### src/rtl/tw_req_arbiter_pkg.sv
//------------------------------------------------------------------------------
// Module : tw_req_arbiter_pkg
// Brief  : Shared constants and arbiter state type for the taskwait request path.
// Rev    : 1.0
//------------------------------------------------------------------------------
`default_nettype none

package tw_req_arbiter_pkg;

    localparam int MAX_ACCS = 16;
    localparam int ACC_ID_W = $clog2(MAX_ACCS);

    localparam logic [0:0] ST_ARB  = 1'b0;
    localparam logic [0:0] ST_XFER = 1'b1;

    typedef enum logic [0:0] {
        ARB  = ST_ARB,
        XFER = ST_XFER
    } arb_state_e;

endpackage

`default_nettype wire

### src/rtl/tw_rr_pick.sv
//------------------------------------------------------------------------------
// Module : tw_rr_pick
// Brief  : Combinational round-robin selector; first requester after 'last' wins.
// Rev    : 1.0
//------------------------------------------------------------------------------
`default_nettype none

module tw_rr_pick
    import tw_req_arbiter_pkg::*;
#(
    parameter int NUM_IN = MAX_ACCS,
    parameter int IDX_W  = $clog2(NUM_IN)
) (
    input  logic [NUM_IN-1:0] req_i,
    input  logic [IDX_W-1:0]  last_i,
    output logic              any_o,
    output logic [IDX_W-1:0]  idx_o
);

    logic [IDX_W-1:0] cand_idx;

    // Walk from the farthest candidate to the nearest so the nearest match is written last.
    always_comb begin
        any_o    = 1'b0;
        idx_o    = '0;
        cand_idx = '0;
        for (int k = NUM_IN; k >= 1; k--) begin
            cand_idx = IDX_W'((int'(last_i) + k) % NUM_IN);
            if (req_i[cand_idx]) begin
                any_o = 1'b1;
                idx_o = cand_idx;
            end
        end
    end

endmodule

`default_nettype wire

### src/rtl/tw_req_arbiter.sv
//------------------------------------------------------------------------------
// Module : tw_req_arbiter
// Brief  : Round-robin, packet-locked stream arbiter tagging beats with the port id.
//          Optional per-port packet counters under macro TW_ARB_STATS_EN.
// Rev    : 1.0
//------------------------------------------------------------------------------
`default_nettype none

module tw_req_arbiter
    import tw_req_arbiter_pkg::*;
#(
    parameter int NUM_IN    = MAX_ACCS,
    parameter int ID_W      = ACC_ID_W,
    parameter int DATA_W    = 64,
    parameter int PKT_BEATS = 2
) (
    input  logic                     ap_clk,
    input  logic                     ap_rst_n,
    input  logic [NUM_IN*DATA_W-1:0] inStream_TDATA,
    input  logic [NUM_IN-1:0]        inStream_TVALID,
    output logic [NUM_IN-1:0]        inStream_TREADY,
    output logic [DATA_W-1:0]        outStream_TDATA,
    output logic                     outStream_TVALID,
    output logic [ID_W-1:0]          outStream_TID,
    input  logic                     outStream_TREADY
`ifdef TW_ARB_STATS_EN
    ,
    input  logic [ID_W-1:0]          stats_sel,
    output logic [31:0]              stats_cnt,
    input  logic                     stats_clr
`endif
);

    localparam int               GNT_W     = $clog2(NUM_IN);
    localparam int               CNT_W     = $clog2(PKT_BEATS + 1);
    localparam logic [CNT_W-1:0] LAST_BEAT = CNT_W'(PKT_BEATS - 1);
    localparam logic [GNT_W-1:0] LAST_PORT = GNT_W'(NUM_IN - 1);

    arb_state_e       state_q, state_d;
    logic [GNT_W-1:0] grant_q, grant_d;
    logic [GNT_W-1:0] last_q, last_d;
    logic [CNT_W-1:0] beat_q, beat_d;

    logic [DATA_W-1:0] lane [NUM_IN];
    logic              pick_any;
    logic [GNT_W-1:0]  pick_idx;
    logic              in_xfer;
    logic              hs;
    logic              pkt_done;

    generate
        for (genvar gi = 0; gi < NUM_IN; gi++) begin : g_lane
            assign lane[gi] = inStream_TDATA[gi*DATA_W +: DATA_W];
        end
    endgenerate

    tw_rr_pick #(
        .NUM_IN (NUM_IN),
        .IDX_W  (GNT_W)
    ) u_pick (
        .req_i  (inStream_TVALID),
        .last_i (last_q),
        .any_o  (pick_any),
        .idx_o  (pick_idx)
    );

    assign in_xfer  = (state_q == XFER);
    assign hs       = in_xfer && inStream_TVALID[grant_q] && outStream_TREADY;
    assign pkt_done = hs && (beat_q == LAST_BEAT);

    // Pure pass-through while locked; nothing is forwarded during the arbitration bubble.
    always_comb begin
        outStream_TVALID = 1'b0;
        outStream_TDATA  = '0;
        outStream_TID    = '0;
        inStream_TREADY  = '0;
        if (in_xfer) begin
            outStream_TVALID             = inStream_TVALID[grant_q];
            outStream_TDATA              = lane[grant_q];
            outStream_TID[GNT_W-1:0]     = grant_q;
            inStream_TREADY[grant_q]     = outStream_TREADY;
        end
    end

    always_comb begin
        state_d = state_q;
        grant_d = grant_q;
        last_d  = last_q;
        beat_d  = beat_q;
        case (state_q)
            ARB: begin
                if (pick_any) begin
                    grant_d = pick_idx;
                    beat_d  = '0;
                    state_d = XFER;
                end
            end
            XFER: begin
                if (pkt_done) begin
                    last_d  = grant_q;
                    beat_d  = '0;
                    state_d = ARB;
                end else if (hs) begin
                    beat_d = beat_q + CNT_W'(1);
                end
            end
            default: state_d = ARB;
        endcase
    end

    always_ff @(posedge ap_clk) begin
        if (!ap_rst_n) begin
            state_q <= ARB;
            grant_q <= '0;
            last_q  <= LAST_PORT;
            beat_q  <= '0;
        end else begin
            state_q <= state_d;
            grant_q <= grant_d;
            last_q  <= last_d;
            beat_q  <= beat_d;
        end
    end

`ifdef TW_ARB_STATS_EN
    logic [31:0] stats_q [NUM_IN];

    // Clear has priority over a same-cycle increment; counters stick at all-ones.
    always_ff @(posedge ap_clk) begin
        for (int i = 0; i < NUM_IN; i++) begin
            if (!ap_rst_n || stats_clr) begin
                stats_q[i] <= '0;
            end else if (pkt_done && (grant_q == GNT_W'(i)) && (stats_q[i] != 32'hFFFF_FFFF)) begin
                stats_q[i] <= stats_q[i] + 32'd1;
            end
        end
    end

    always_ff @(posedge ap_clk) begin
        if (!ap_rst_n) begin
            stats_cnt <= '0;
        end else if (int'(stats_sel) < NUM_IN) begin
            stats_cnt <= stats_q[stats_sel[GNT_W-1:0]];
        end else begin
            stats_cnt <= '0;
        end
    end
`endif

endmodule

`default_nettype wire

### config.mk
export PLATFORM = sky130hd
export DESIGN_NAME = tw_req_arbiter
export DESIGN_NICKNAME = d
export VERILOG_FILES = /design/src/rtl/tw_req_arbiter_pkg.sv /design/src/rtl/tw_rr_pick.sv /design/src/rtl/tw_req_arbiter.sv
export SDC_FILE = /design/constraint.sdc
export NUM_CORES = 1
export LEC_CHECK = 0
export CAP_MARGIN = 10
export CORE_AREA = 2 2 443 445
export CTS_BUF_LIST = sky130_fd_sc_hd__clkbuf_8 sky130_fd_sc_hd__clkbuf_16
export CTS_CLUSTER_SIZE = 8
export DETAILED_ROUTE_END_ITERATION = 8
export DIE_AREA = 0 0 445 447
export GPL_TIMING_DRIVEN = 1
export HOLD_SLACK_MARGIN = 0.15
export PLACE_DENSITY = 0.36
export SLEW_MARGIN = 0
export SYNTH_ARGS = -nofsm -noshare
export SYNTH_HDL_FRONTEND = slang
export SYNTH_HIERARCHICAL = 1
export SYNTH_SLANG_ARGS = --single-unit
### constraint.sdc
create_clock -name ap_clk -period 7.3 [get_ports ap_clk]
set_input_delay 1.46 -clock ap_clk [delete_from_list [all_inputs] [get_ports ap_clk]]
set_output_delay 1.46 -clock ap_clk [all_outputs]
set_load 0.01 [all_outputs]
==> flow_summary.json, run 1 <==
{
  "powerDensity_nw_per_um2": 80.80,
  "placementRows": 162,
  "via_per_inst": 3.277,
  "cts-root-buf": "clkbuf_16",
  "synth_fp_nets": 1851,
  "ys.flop_type": "dfxtp_1",
  "worstSetupPathType": "primary input to output pin",
  "fin_crit_sh_pct": 75.62,
  "ant_nets": 0,
  "cts_resized": 0,
  "grt_pass1_vias": 14770,
  "dieArea_um2": 198900,
  "yosysTopAreaCell": "mux4_2",
  "worstPathCellList": "clkdlybuf4s50_1 -> mux4_2 -> mux4_2 -> and2_1 -> clkdlybuf4s50_1",
  "grt-ovfl-total": 0,
  "cts.sinks": 11,
  "synthCells": 801,
  "cts_tree": "built",
  "seqCellArea_um2": 239.0,
  "grt_max_degree": 93,
  "cp_slowest_cell": "mux4_2",
  "seq_area_frac_synth_pct": 2.032,
  "fp.coreArea_um2": 194200,
  "maxSlewHeadroom_pct": 28.99,
  "area_growth_pct": 132.9,
  "cp_top_family": "multiplexers",
  "synth.area.top_cells": "mux4_2 (70%), and2_1 (4.0%), mux2i_1 (3.0%)",
  "clockBufferDepth": 2,
  "regToRegSetupSlack_ns": 2.28,
  "min_path_type": "flop to flop",
  "worst_setup_path_start_kind": "primary input",
  "p_total_w": 0.002039,
  "slowest_delay_ns": 0.66,
  "status": "complete, no violations",
  "finalWeightedCongestion": 0.9259,
  "min_period_ns": 5.521,
  "die-width_um": 445,
  "avgRoutedWirePerCell_um": 35.15,
  "boundaryPins": 1128,
  "grt.total_usage_pct": 14.94,
  "yosys_warnings": 6,
  "required_ns": 5.84,
  "crit_buf_inv": 2,
  "clkSlewWorstSetupHoldPaths_ns": 0.04,
  "synth-edff-count": 0,
  "multi_input_area_um2": 10010,
  "vias": 14550,
  "final.setup.tns_ns": 0,
  "fin_nets": 2914,
  "antenna_found_initial": 194,
  "crit_end": "outStream_TDATA[5]",
  "maxCapViolCount": 0,
  "max_slew.worst_pin.slew_ns": 1.065,
  "rsz0062_at_grt": "no",
  "cts_inserted_buffers": 3,
  "start_util_pct": 5.580,
  "setup_violations": 0,
  "cp-startpoint": "inStream_TDATA[773]",
  "hold_buffers": 0,
  "grt_pass1_wl_mm": 187.5,
  "fin_worst_skew_ns": 0.003316,
  "critPathCaptureType": "output pin",
  "worstReg2RegStart": "last_q[0]",
  "synth_cell_types": 61,
  "clk_latency_ns": 0.24,
  "h-tree-depth": 1,
  "drt_iter0_markers": 1134,
  "avgSynthCellArea_um2": 13.53,
  "netlist_area_um2": 10840,
  "critPathMaxFanout": 2,
  "r2r-end": "grant_q[2]",
  "fmax_mhz": 181.1,
  "post_cts.repair.setup_buffers": 0,
  "power.leakage_nw": 7.416,
  "synth_top_area_share_pct": 70.05,
  "place_hpwl_mm": 142.4,
  "worst-path-stages": 5,
  "post-route-drc-count": 0,
  "synth_seq_cells": 11,
  "arrival_ns": 4.06,
  "async_flop_share_pct": 0,
  "r2r_cells": 13,
  "drt_wl_total_mm": 156.0,
  "drv_slew": 0,
  "die_h_um": 447,
  "hold_viol_final": 0,
  "io_buffer_count": 1127,
  "fillers": 21960,
  "drive_gt1_share_pct": 21.36,
  "first_pass_iters": 4,
  "peakVddDrop_v": 0.00007689
}
## power breakdown
group	internal (W)	total (W)	switching, W
logic	0.00108	0.00183	0.000752
clock network	0.0000719	0.0000985	0.0000266
registers	0.0000626	0.000107	0.0000444
total	0.00122	0.00204	0.000823
## kinds of logic after synthesis
group	count (synthesis)	synth area share, %
AOI/OAI and AO/OA	82	5.000
xor gates and xnor gates	11	1.028
adders and majority gates	7	0.8083
buffers and inverters	112	5.589
DFF	11	2.032
muxes	390	76.29
and+or+nand+nor	188	9.250
## tightest hold or removal path, cell delays in order, from the launching register on
cell and delay [ns]:
dfxtp_1 0.32, nand3_1 0.07, mux2i_1 0.06
## stage by stage
stage          setup WS [ns]  utilization [%]  hold WS, ns  instance area (µm²)  std cells
6_report               1.780            13.00       0.5006                25240       4438
5_1_grt                1.729            12.97       0.5435                25180       4415
4_1_cts                1.747            12.95       0.4995                25150       4405
3_5_place_dp           1.751            12.91       0.4935                25080       4401
3_3_place_gp           1.717            12.91       0.4901                25080       4401
2_1_floorplan          2.949                -       0.4550                10840        801
## cell usage after synthesis (3+ instances only)
master / number
mux4_2: 337
and2_1: 70
clkbuf_1: 43
nor2_1: 35
mux2i_1: 32
nand2_1: 30
a21oi_1: 18
buf_4: 18
o21ai_0: 18
buf_1: 17
mux2_2: 13
buf_6: 12
dfxtp_1: 11
nor2b_1: 11
inv_1: 10
nand3_1: 10
buf_2: 9
nor3_1: 9
a31oi_1: 8
mux4_1: 8
ha_1: 7
nand2b_1: 7
xnor2_1: 7
o22ai_1: 4
or3_1: 4
a211oi_1: 3
nand4_1: 3
nand4b_1: 3
o211ai_1: 3
o21bai_1: 3
## layout by cell type (no fill, tap or decap), drive strengths merged, types with 4 or more instances in the layout
| master | netlist | layout |
|---|---|---|
| ha | 7 | 7 |
| mux2i | 32 | 32 |
| inv | 11 | 12 |
| nand2 | 30 | 30 |
| nand3 | 10 | 10 |
| and2 | 70 | 70 |
| o22ai | 4 | 4 |
| o21ai | 18 | 18 |
| diode | 0 | 33 |
| nor3 | 9 | 9 |
| a31oi | 8 | 8 |
| xnor2 | 8 | 8 |
| nor2b | 11 | 11 |
| clkdlybuf4s50 | 0 | 1127 |
| nand2b | 7 | 7 |
| dfxtp | 11 | 11 |
| mux4 | 345 | 345 |
| buf | 57 | 31 |
| nor2 | 35 | 35 |
| a21oi | 19 | 19 |
| mux2 | 13 | 13 |
| or3 | 4 | 4 |
## final cells by class
type                    instances  share of cell area [%]
flip-flops and latches         11                  0.9470
repair buffers               1158                   45.97
clock buffers                   3                  0.2975
multi-input cells             678                   39.66
clock inverters                 1                 0.01487
diodes                         33                  0.3272
inverters                      12                  0.1785
well taps                    2542                   12.60
## worst min path at each step
stage | from | endpoint | slack, ns | depth (start not counted)
CTS | beat_q[1] | beat_q[1] | 0.50 | 2
finish | beat_q[0] | beat_q[0] | 0.50 | 2
global placement | beat_q[1] | beat_q[1] | 0.49 | 2
floorplan | beat_q[1] | beat_q[1] | 0.46 | 2
global route | beat_q[1] | beat_q[1] | 0.54 | 2
detailed placement | beat_q[1] | beat_q[1] | 0.49 | 2
## state kept, by name (all words and copies together) (netlist names)
register  cells
beat_q        2
in_xfer       1
grant_q       4
last_q        4
## per-layer routing
metal | wire [µm] | global-route usage, %
met1 | 55120 | 16.54
met2 | 79780 | 26.61
met3 | 18130 | 6.741
met4 | 2164 | 2.131
met5 | 803 | 0
Power figures use the tool's default switching activity.
==> run 2, diff against run 1 <==
--- a/config.mk
+++ b/config.mk
@@ -6,11 +6,11 @@
 export NUM_CORES = 1
 export LEC_CHECK = 0
 export CAP_MARGIN = 10
-export CORE_AREA = 2 2 443 445
+export CORE_AREA = 2 2 438 440
 export CTS_BUF_LIST = sky130_fd_sc_hd__clkbuf_8 sky130_fd_sc_hd__clkbuf_16
 export CTS_CLUSTER_SIZE = 8
 export DETAILED_ROUTE_END_ITERATION = 8
-export DIE_AREA = 0 0 445 447
+export DIE_AREA = 0 0 440 442
 export GPL_TIMING_DRIVEN = 1
 export HOLD_SLACK_MARGIN = 0.15
 export PLACE_DENSITY = 0.36
==> constraint.sdc (replaced) <==
create_clock -name ap_clk -period 5.25 [get_ports ap_clk]
set_input_delay 1.05 -clock ap_clk [delete_from_list [all_inputs] [get_ports ap_clk]]
set_output_delay 1.05 -clock ap_clk [all_outputs]
set_load 0.01 [all_outputs]
==> flow_summary.json, run 2 (synthesis results as in run 1) <==
{
  "top_regs": "grant_q: 4 flops, last_q: 4 flops, beat_q: 2 flops",
  "maxSlewHeadroom_pct": 26.55,
  "dieArea_um2": 194500,
  "grt_pass1_wl_mm": 190.4,
  "grt_max_degree": 45,
  "rsz0062_at_grt": "no",
  "intPower_w": 0.001734,
  "placementRows": 160,
  "worst_setup_path_start_kind": "flop",
  "grt_pass1_vias": 14950,
  "worstSetupPathType": "flop to output pin",
  "fin_nets": 2947,
  "cts_inserted_buffers": 3,
  "avgRoutedWirePerCell_um": 35.09,
  "drv_slew": 0,
  "fp.coreArea_um2": 189600,
  "seqPwrFrac_pct": 4.8,
  "post_dp_cell_area_um2": 25430,
  "p_total_w": 0.002911,
  "place_hpwl_mm": 142.5,
  "antenna_found_initial": 166,
  "grt.total_usage_pct": 15.46,
  "fin_area_um2": 25600,
  "die_h_um": 442,
  "cts-root-buf": "clkbuf_16",
  "pre_cts_ws_ns": 0.4458,
  "maxCapViolCount": 0,
  "h-tree-depth": 1,
  "finalWeightedCongestion": 0.9857,
  "fillers": 21300,
  "powerDensity_nw_per_um2": 113.7,
  "swShare_pct": 40.45,
  "switchingPower_w": 0.001178,
  "cts_resized": 0,
  "max_slew.worst_pin.slew_ns": 1.102,
  "boundaryPins": 1128,
  "clk_latency_ns": 0.24,
  "via_per_inst": 3.253,
  "hold_viol_final": 0,
  "area_growth_pct": 136.2,
  "final_common_cell": "clkdlybuf4s50_1",
  "setup_violations": 0,
  "layout_common_cells": "clkdlybuf4s50_1 (1126), mux4_2 (337), and2_1 (70)",
  "cts.sinks": 11,
  "drt_iter0_markers": 1067,
  "ant_nets": 0,
  "min_path_type": "flop to flop",
  "fin_worst_skew_ns": 0.004011,
  "drt_wl_total_mm": 155.8,
  "postLayoutCoreUtil_pct": 13.50,
  "vias": 14450,
  "first_pass_iters": 5,
  "clockBufferDepth": 2,
  "io_buffer_count": 1127,
  "critPathMaxFanout": 23,
  "status": "complete, no violations",
  "clkPwrFrac_pct": 4.7,
  "power.leakage_nw": 7.622,
  "fmax_mhz": 214.1,
  "grt-ovfl-total": 0,
  "cts_tree": "built",
  "final.setup.tns_ns": 0,
  "arrival_ns": 3.62,
  "die-width_um": 440,
  "min_period_ns": 4.671,
  "critPathCaptureType": "output pin",
  "p_comb_share_pct": 90.5,
  "clkSlewWorstSetupHoldPaths_ns": 0.04,
  "drive_gt1_share_pct": 22.78,
  "start_util_pct": 5.715,
  "peakVddDrop_v": 0.0001180,
  "worst_slack_ns": 0.5786,
  "required_ns": 4.20,
  "hold_buffers": 0,
  "fin_crit_sh_pct": 88.98,
  "post_cts.repair.setup_buffers": 0,
  "post-route-drc-count": 0
}
run 2: cell types whose count changed in the layout (fill, tap and decap cells not counted):
cell / previous run / this run
diode_2: 33 / 34
clkdlybuf4s50_1: 1127 / 1126
buf_12: 7 / 19
buf_4: 24 / 46
run 2: layer usage:
layer  wire, µm  global-route usage, %
met1      58730                  17.71
met2      80810                  28.42
met3      13680                  5.381
met4       1974                  1.114
met5        629                      0
run 2: power by group through the flow:
stage / sequential, W / combinational, W / clock (W)
detailed placement: 0.000149 / 0.00267 / 0
global placement: 0.000149 / 0.00269 / 0
finish: 0.000138 / 0.00263 / 0.000138
global route: 0.000145 / 0.00276 / 0.000148
CTS: 0.000147 / 0.00269 / 0.000140
floorplan: 0.0000904 / 0.00107 / 0
run 2: layout make-up:
type	count	area [µm²]	share of cell area, %
flip-flops and latches	11	239.0	0.9337
clock buffers	3	75.07	0.2933
repair buffers	1191	12000	46.87
clock inverters	1	3.754	0.01466
well taps	2511	3142	12.27
multi-input cells	678	10010	39.11
inverters	12	45.04	0.1760
diodes	34	85.08	0.3324
run 2: per-stage QoR:
step	hold slack, ns	instances
5_1_grt	0.5323	4410
4_1_cts	0.4857	4407
3_3_place_gp	0.4994	4403
3_5_place_dp	0.4800	4403
2_1_floorplan	0.4550	801
6_report	0.4850	4441
run 2: path summary, 6_finish.rpt:
kind                    endpoint  depth (start not counted)       start  slack, ns
max          outStream_TDATA[41]                          6  grant_q[0]       0.58
min                    beat_q[1]                          2   beat_q[1]       0.48
max reg2reg           grant_q[1]                         12   last_q[0]       1.28
min reg2reg            beat_q[1]                          2   beat_q[1]       0.48
run 2: worst max-delay path: stages, from the launching register on:
cell             delay (ns)
dfxtp_4                0.84
buf_12                 0.30
buf_4                  0.22
mux4_2                 0.56
mux4_2                 0.46
and2_1                 0.16
clkdlybuf4s50_1        0.75
==> run 3, diff against run 2 <==
--- a/config.mk
+++ b/config.mk
@@ -5,15 +5,17 @@
 export SDC_FILE = /design/constraint.sdc
 export NUM_CORES = 1
 export LEC_CHECK = 0
+export ABC_CLOCK_PERIOD_IN_PS = 5250
 export CAP_MARGIN = 10
-export CORE_AREA = 2 2 438 440
+export CORE_AREA = 2 2 443 445
 export CTS_BUF_LIST = sky130_fd_sc_hd__clkbuf_8 sky130_fd_sc_hd__clkbuf_16
 export CTS_CLUSTER_SIZE = 8
 export DETAILED_ROUTE_END_ITERATION = 8
-export DIE_AREA = 0 0 440 442
+export DIE_AREA = 0 0 445 447
+export DONT_BUFFER_PORTS = 1
 export GPL_TIMING_DRIVEN = 1
 export HOLD_SLACK_MARGIN = 0.15
-export PLACE_DENSITY = 0.36
+export PLACE_DENSITY = 0.3
 export SLEW_MARGIN = 0
 export SYNTH_ARGS = -nofsm -noshare
 export SYNTH_HDL_FRONTEND = slang
==> flow_summary.json, run 3 (synthesis results as in run 1) <==
{
  "cts_inserted_buffers": 3,
  "drt_iter0_markers": 1203,
  "boundaryPins": 1128,
  "hold_viol_final": 0,
  "arrival_ns": 3.19,
  "setup_violations": 0,
  "swShare_pct": 50.18,
  "grt-ovfl-total": 0,
  "max_slew.worst_pin.slew_ns": 0.9880,
  "via_per_inst": 3.226,
  "cts_tree": "built",
  "clk_latency_ns": 0.25,
  "intPower_w": 0.0009226,
  "stdcell_count": 3406,
  "pre_cts_ws_ns": 0.9670,
  "die-width_um": 445,
  "switchingPower_w": 0.0009295,
  "critPathCaptureType": "output pin",
  "peakVddDrop_v": 0.00009786,
  "top_regs": "grant_q: 4 flops, last_q: 4 flops, beat_q: 2 flops",
  "post-route-drc-count": 0,
  "fmax_mhz": 235.9,
  "final.setup.tns_ns": 0,
  "fin_nets": 1802,
  "final_common_cell": "mux4_2",
  "post_cts.repair.setup_buffers": 0,
  "maxSlewHeadroom_pct": 34.13,
  "antenna_found_initial": 235,
  "first_pass_iters": 5,
  "dieArea_um2": 198900,
  "layout_common_cells": "mux4_2 (337), and2_1 (70), buf_4 (39)",
  "cts.sinks": 11,
  "dp_cells": 3289,
  "min_path_type": "flop to flop",
  "clkSlewWorstSetupHoldPaths_ns": 0.05,
  "worst_slack_ns": 1.010,
  "maxCapViolCount": 0,
  "worst_setup_path_start_kind": "flop",
  "min_period_ns": 4.240,
  "clockBufferDepth": 2,
  "grt_pass1_vias": 10380,
  "drive_gt1_share_pct": 55.13,
  "power.leakage_nw": 3.105,
  "powerDensity_nw_per_um2": 129.8,
  "cts-root-buf": "clkbuf_16",
  "h-tree-depth": 1,
  "required_ns": 4.20,
  "critPathMaxFanout": 20,
  "worstSetupPathType": "flop to output pin",
  "die_h_um": 447,
  "status": "complete, no violations",
  "clkPwrFrac_pct": 7.9,
  "p_comb_share_pct": 84.7,
  "grt_max_degree": 89,
  "placementRows": 162,
  "hold_buffers": 0,
  "finalWeightedCongestion": 1.051,
  "fin_crit_sh_pct": 80.76,
  "ant_nets": 0,
  "fp.coreArea_um2": 194200,
  "io_buffer_count": 0,
  "grt_pass1_wl_mm": 159.1,
  "fin_worst_skew_ns": 0.006171,
  "grt.total_usage_pct": 12.98,
  "rsz0062_at_grt": "no",
  "area_growth_pct": 31.70,
  "avgRoutedWirePerCell_um": 40.16,
  "drv_slew": 0,
  "vias": 10990,
  "place_hpwl_mm": 125.6,
  "drt_wl_total_mm": 136.8,
  "seqPwrFrac_pct": 7.4,
  "start_util_pct": 5.580,
  "cts_resized": 0
}
## run 3: cell count changes in the layout (fill, tap and decap cells not counted)
cell,previous run,this run
buf_12,19,7
buf_4,46,39
clkdlybuf4s50_1,1126,0
clkinv_2,0,1
diode_2,34,113
inv_1,11,10
## run 3: cell type report
| class | instances | area, µm² |
|---|---|---|
| clock inverter | 1 | 5.005 |
| antenna | 113 | 282.8 |
| tap | 2542 | 3181 |
| fill | 22550 | 179900 |
| sequential | 11 | 239.0 |
| inverter | 12 | 45.04 |
| multi-input combinational | 678 | 10010 |
| clock buffer | 3 | 75.07 |
| timing repair buffer | 46 | 432.9 |
## run 3: critical path, stage by stage (launching register included)
cell and delay, ns:
dfxtp_4 0.73, buf_4 0.47, buf_4 0.32, mux4_2 0.54
mux4_2 0.53, and2_1 0.31
## run 3: path summary, 6_finish.rpt
check	depth (start not counted)	start	slack, ns	endpoint
worst min register to register	2	beat_q[1]	0.52	beat_q[1]
worst min-delay path	2	beat_q[1]	0.52	beat_q[1]
worst max register to register	14	last_q[0]	1.05	beat_q[1]
worst max-delay path	5	grant_q[0]	1.01	outStream_TDATA[3]
## run 3: layer usage
metal	routed length [µm]	up-vias	share of wire (%)	track usage (%)
met3	18310	365	13	7.488
met4	4904	102	3.6	4.590
met1	48470	5822	35	14.22
met2	64450	1113	47	20.71
met5	664	-	0.49	0.8303
li1	-	3586	-	-
## run 3: power by group through the flow
stage / Combinational (W) / Sequential [W] / Clock [W]
after floorplan: 0.00107 / 0.0000904 / 0
after global placement: 0.00161 / 0.000144 / 0
after detailed placement: 0.00161 / 0.000144 / 0
after CTS: 0.00162 / 0.000143 / 0.000152
after global routing: 0.00166 / 0.000143 / 0.000156
final: 0.00157 / 0.000138 / 0.000146
## run 3: metrics by stage
stage | hold WS (ns) | total power [W] | instance area, µm² | utilization [%]
after floorplan | 0.4550 | 0.001157 | 10840 | -
after global placement | 0.5339 | 0.001756 | 13910 | 7.162
after detailed placement | 0.5144 | 0.001756 | 13910 | 7.162
after CTS | 0.5218 | 0.001915 | 13990 | 7.203
after global routing | 0.5343 | 0.001959 | 14140 | 7.284
final | 0.5191 | 0.001852 | 14270 | 7.349
==> RTL change: new RTL, flow settings as in run 3 <==
The option `TW_ARB_STATS_EN` is turned on by a define.
--- a/src/rtl/tw_req_arbiter.sv
+++ b/src/rtl/tw_req_arbiter.sv
@@ -5,6 +5,8 @@
 // Rev    : 1.0
 //------------------------------------------------------------------------------
 `default_nettype none
+
+`define TW_ARB_STATS_EN
 
 module tw_req_arbiter
     import tw_req_arbiter_pkg::*;
Ports: changed (added stats_clr, stats_cnt and stats_sel); port bits go from 1128 to 1165. The function was not compared with the original's and may differ.
==> RTL change against run 3 <==
  * The flow now finishes with violations (antenna rules)
  * Clock power rose to 35 times the old value
  * Design area rose to 3.5 times the old value
  * Setup slack got worse by 480 ps
  * First-iteration DRC count rose to 3.6 times the old value
  * Power rose to 7.2 times the old value
  * Sequential cell count rose by 544
  * Fmax fell by 10%
  * Wire length rose by 140%
  * Area after synthesis rose to 4.0 times the old value
==> RTL change: results (changes against run 3) <==
{| class="wikitable"
! Metric !! Value
|-
| Cell total after placement || 6080 (+85%)
|-
| Wire length of the first global-routing pass || 405000 µm (+150%)
|-
| Largest registers || stats_q (512), stats_cnt (32)
|-
| Reg-to-reg setup timing slack || 720 ps (-330 ps)
|-
| Post-synthesis compound-gate area fraction || 2.11% (-2.9 points)
|-
| Met1 wire length || 137000 µm (+180%)
|-
| Area share of xor/xnor cells in the synthesized design || 9.86% (+8.8 points)
|-
| GPL Wtd Cong || 1.22 (+16%)
|-
| Crit Reg-Reg Startpoint || last_q[1]
|-
| Total number of vias || 37.8k (+240%)
|-
| Post-synth top cells || sky130_fd_sc_hd__nor2_1 (615), sky130_fd_sc_hd__edfxtp_1 (512), sky130_fd_sc_hd__mux4_2 (495)
|-
| Clk_skew || 42.7 ps (+36.5 ps)
|-
| Leakage || 14.6 nW (+370%)
|-
| Routed wire length on met3 || 32000 µm (+75%)
|-
| Worst slack on hold paths || 435 ps (-83.8 ps)
|-
| Post-synthesis mux area share || 27.6% (-49 points)
|-
| Nets in the synthesized netlist || 4737 (+160%)
|-
| Average cell area after synthesis || 11.7 µm² (-13%)
|-
| Number of global-route vias before repair || 32.4k (+210%)
|-
| Deepest level of the CTS H-tree || 3 (+2)
|-
| Final WL || 330000 µm (+140%)
|-
| Clock transition time at the flip-flop clock pins of the worst setup and hold paths || 70 ps (+20 ps)
|-
| Number of CTS-inserted buffers || 82 (+79)
|-
| Post-route ant nets || 2 (+2)
|-
| Worst slew slack as a fraction of its limit || 14.2% (-20 points)
|-
| Peak supply drop || 0.246 mV (+150%)
|-
| R2r endpoint || grant_q[0]
|-
| Worst Reg-to-Reg Cells || 10 (-4)
|-
| Met3 usage in global routing || 12.9% (+5.4 points)
|-
| Outcome || finished with violations
|-
| Clock latency on the worst-skew pair || 720 ps (+470 ps)
|-
| Post-Synth Adder-Cell Area || 0.670% (-0.14 points)
|-
| Violations in the final reports || antenna rules
|}
RTL change: area by class of cell:
cell class | instances | area [µm²] | share of cell area (%)
multi-input combinational | 2829 | 25700 | 52.0
sequential | 555 | 16300 | 32.9
tap | 2542 | 3180 | 6.44
clock buffer | 85 | 2100 | 4.26
timing repair buffer | 94 | 868 | 1.76
antenna | 323 | 808 | 1.64
clock inverter | 47 | 275 | 0.557
inverter | 60 | 225 | 0.456
RTL change: kinds of logic (layout without fill, tap and decap cells):
logic type                 count (synthesis)  after routing
AOI/OAI and AO/OA                        133            133
xor gates and xnor gates                 482            482
adders and majority gates                 23             23
buffers and inverters                    282            286
DFF                                      555            555
muxes                                    552            552
other                                      0            323
and+or+nand+nor                         1639           1639
RTL change: where the power goes:
group	switching, mW	internal [mW]
combinational	1.71	1.04
sequential	0.354	5.01
clock	2.30	2.87
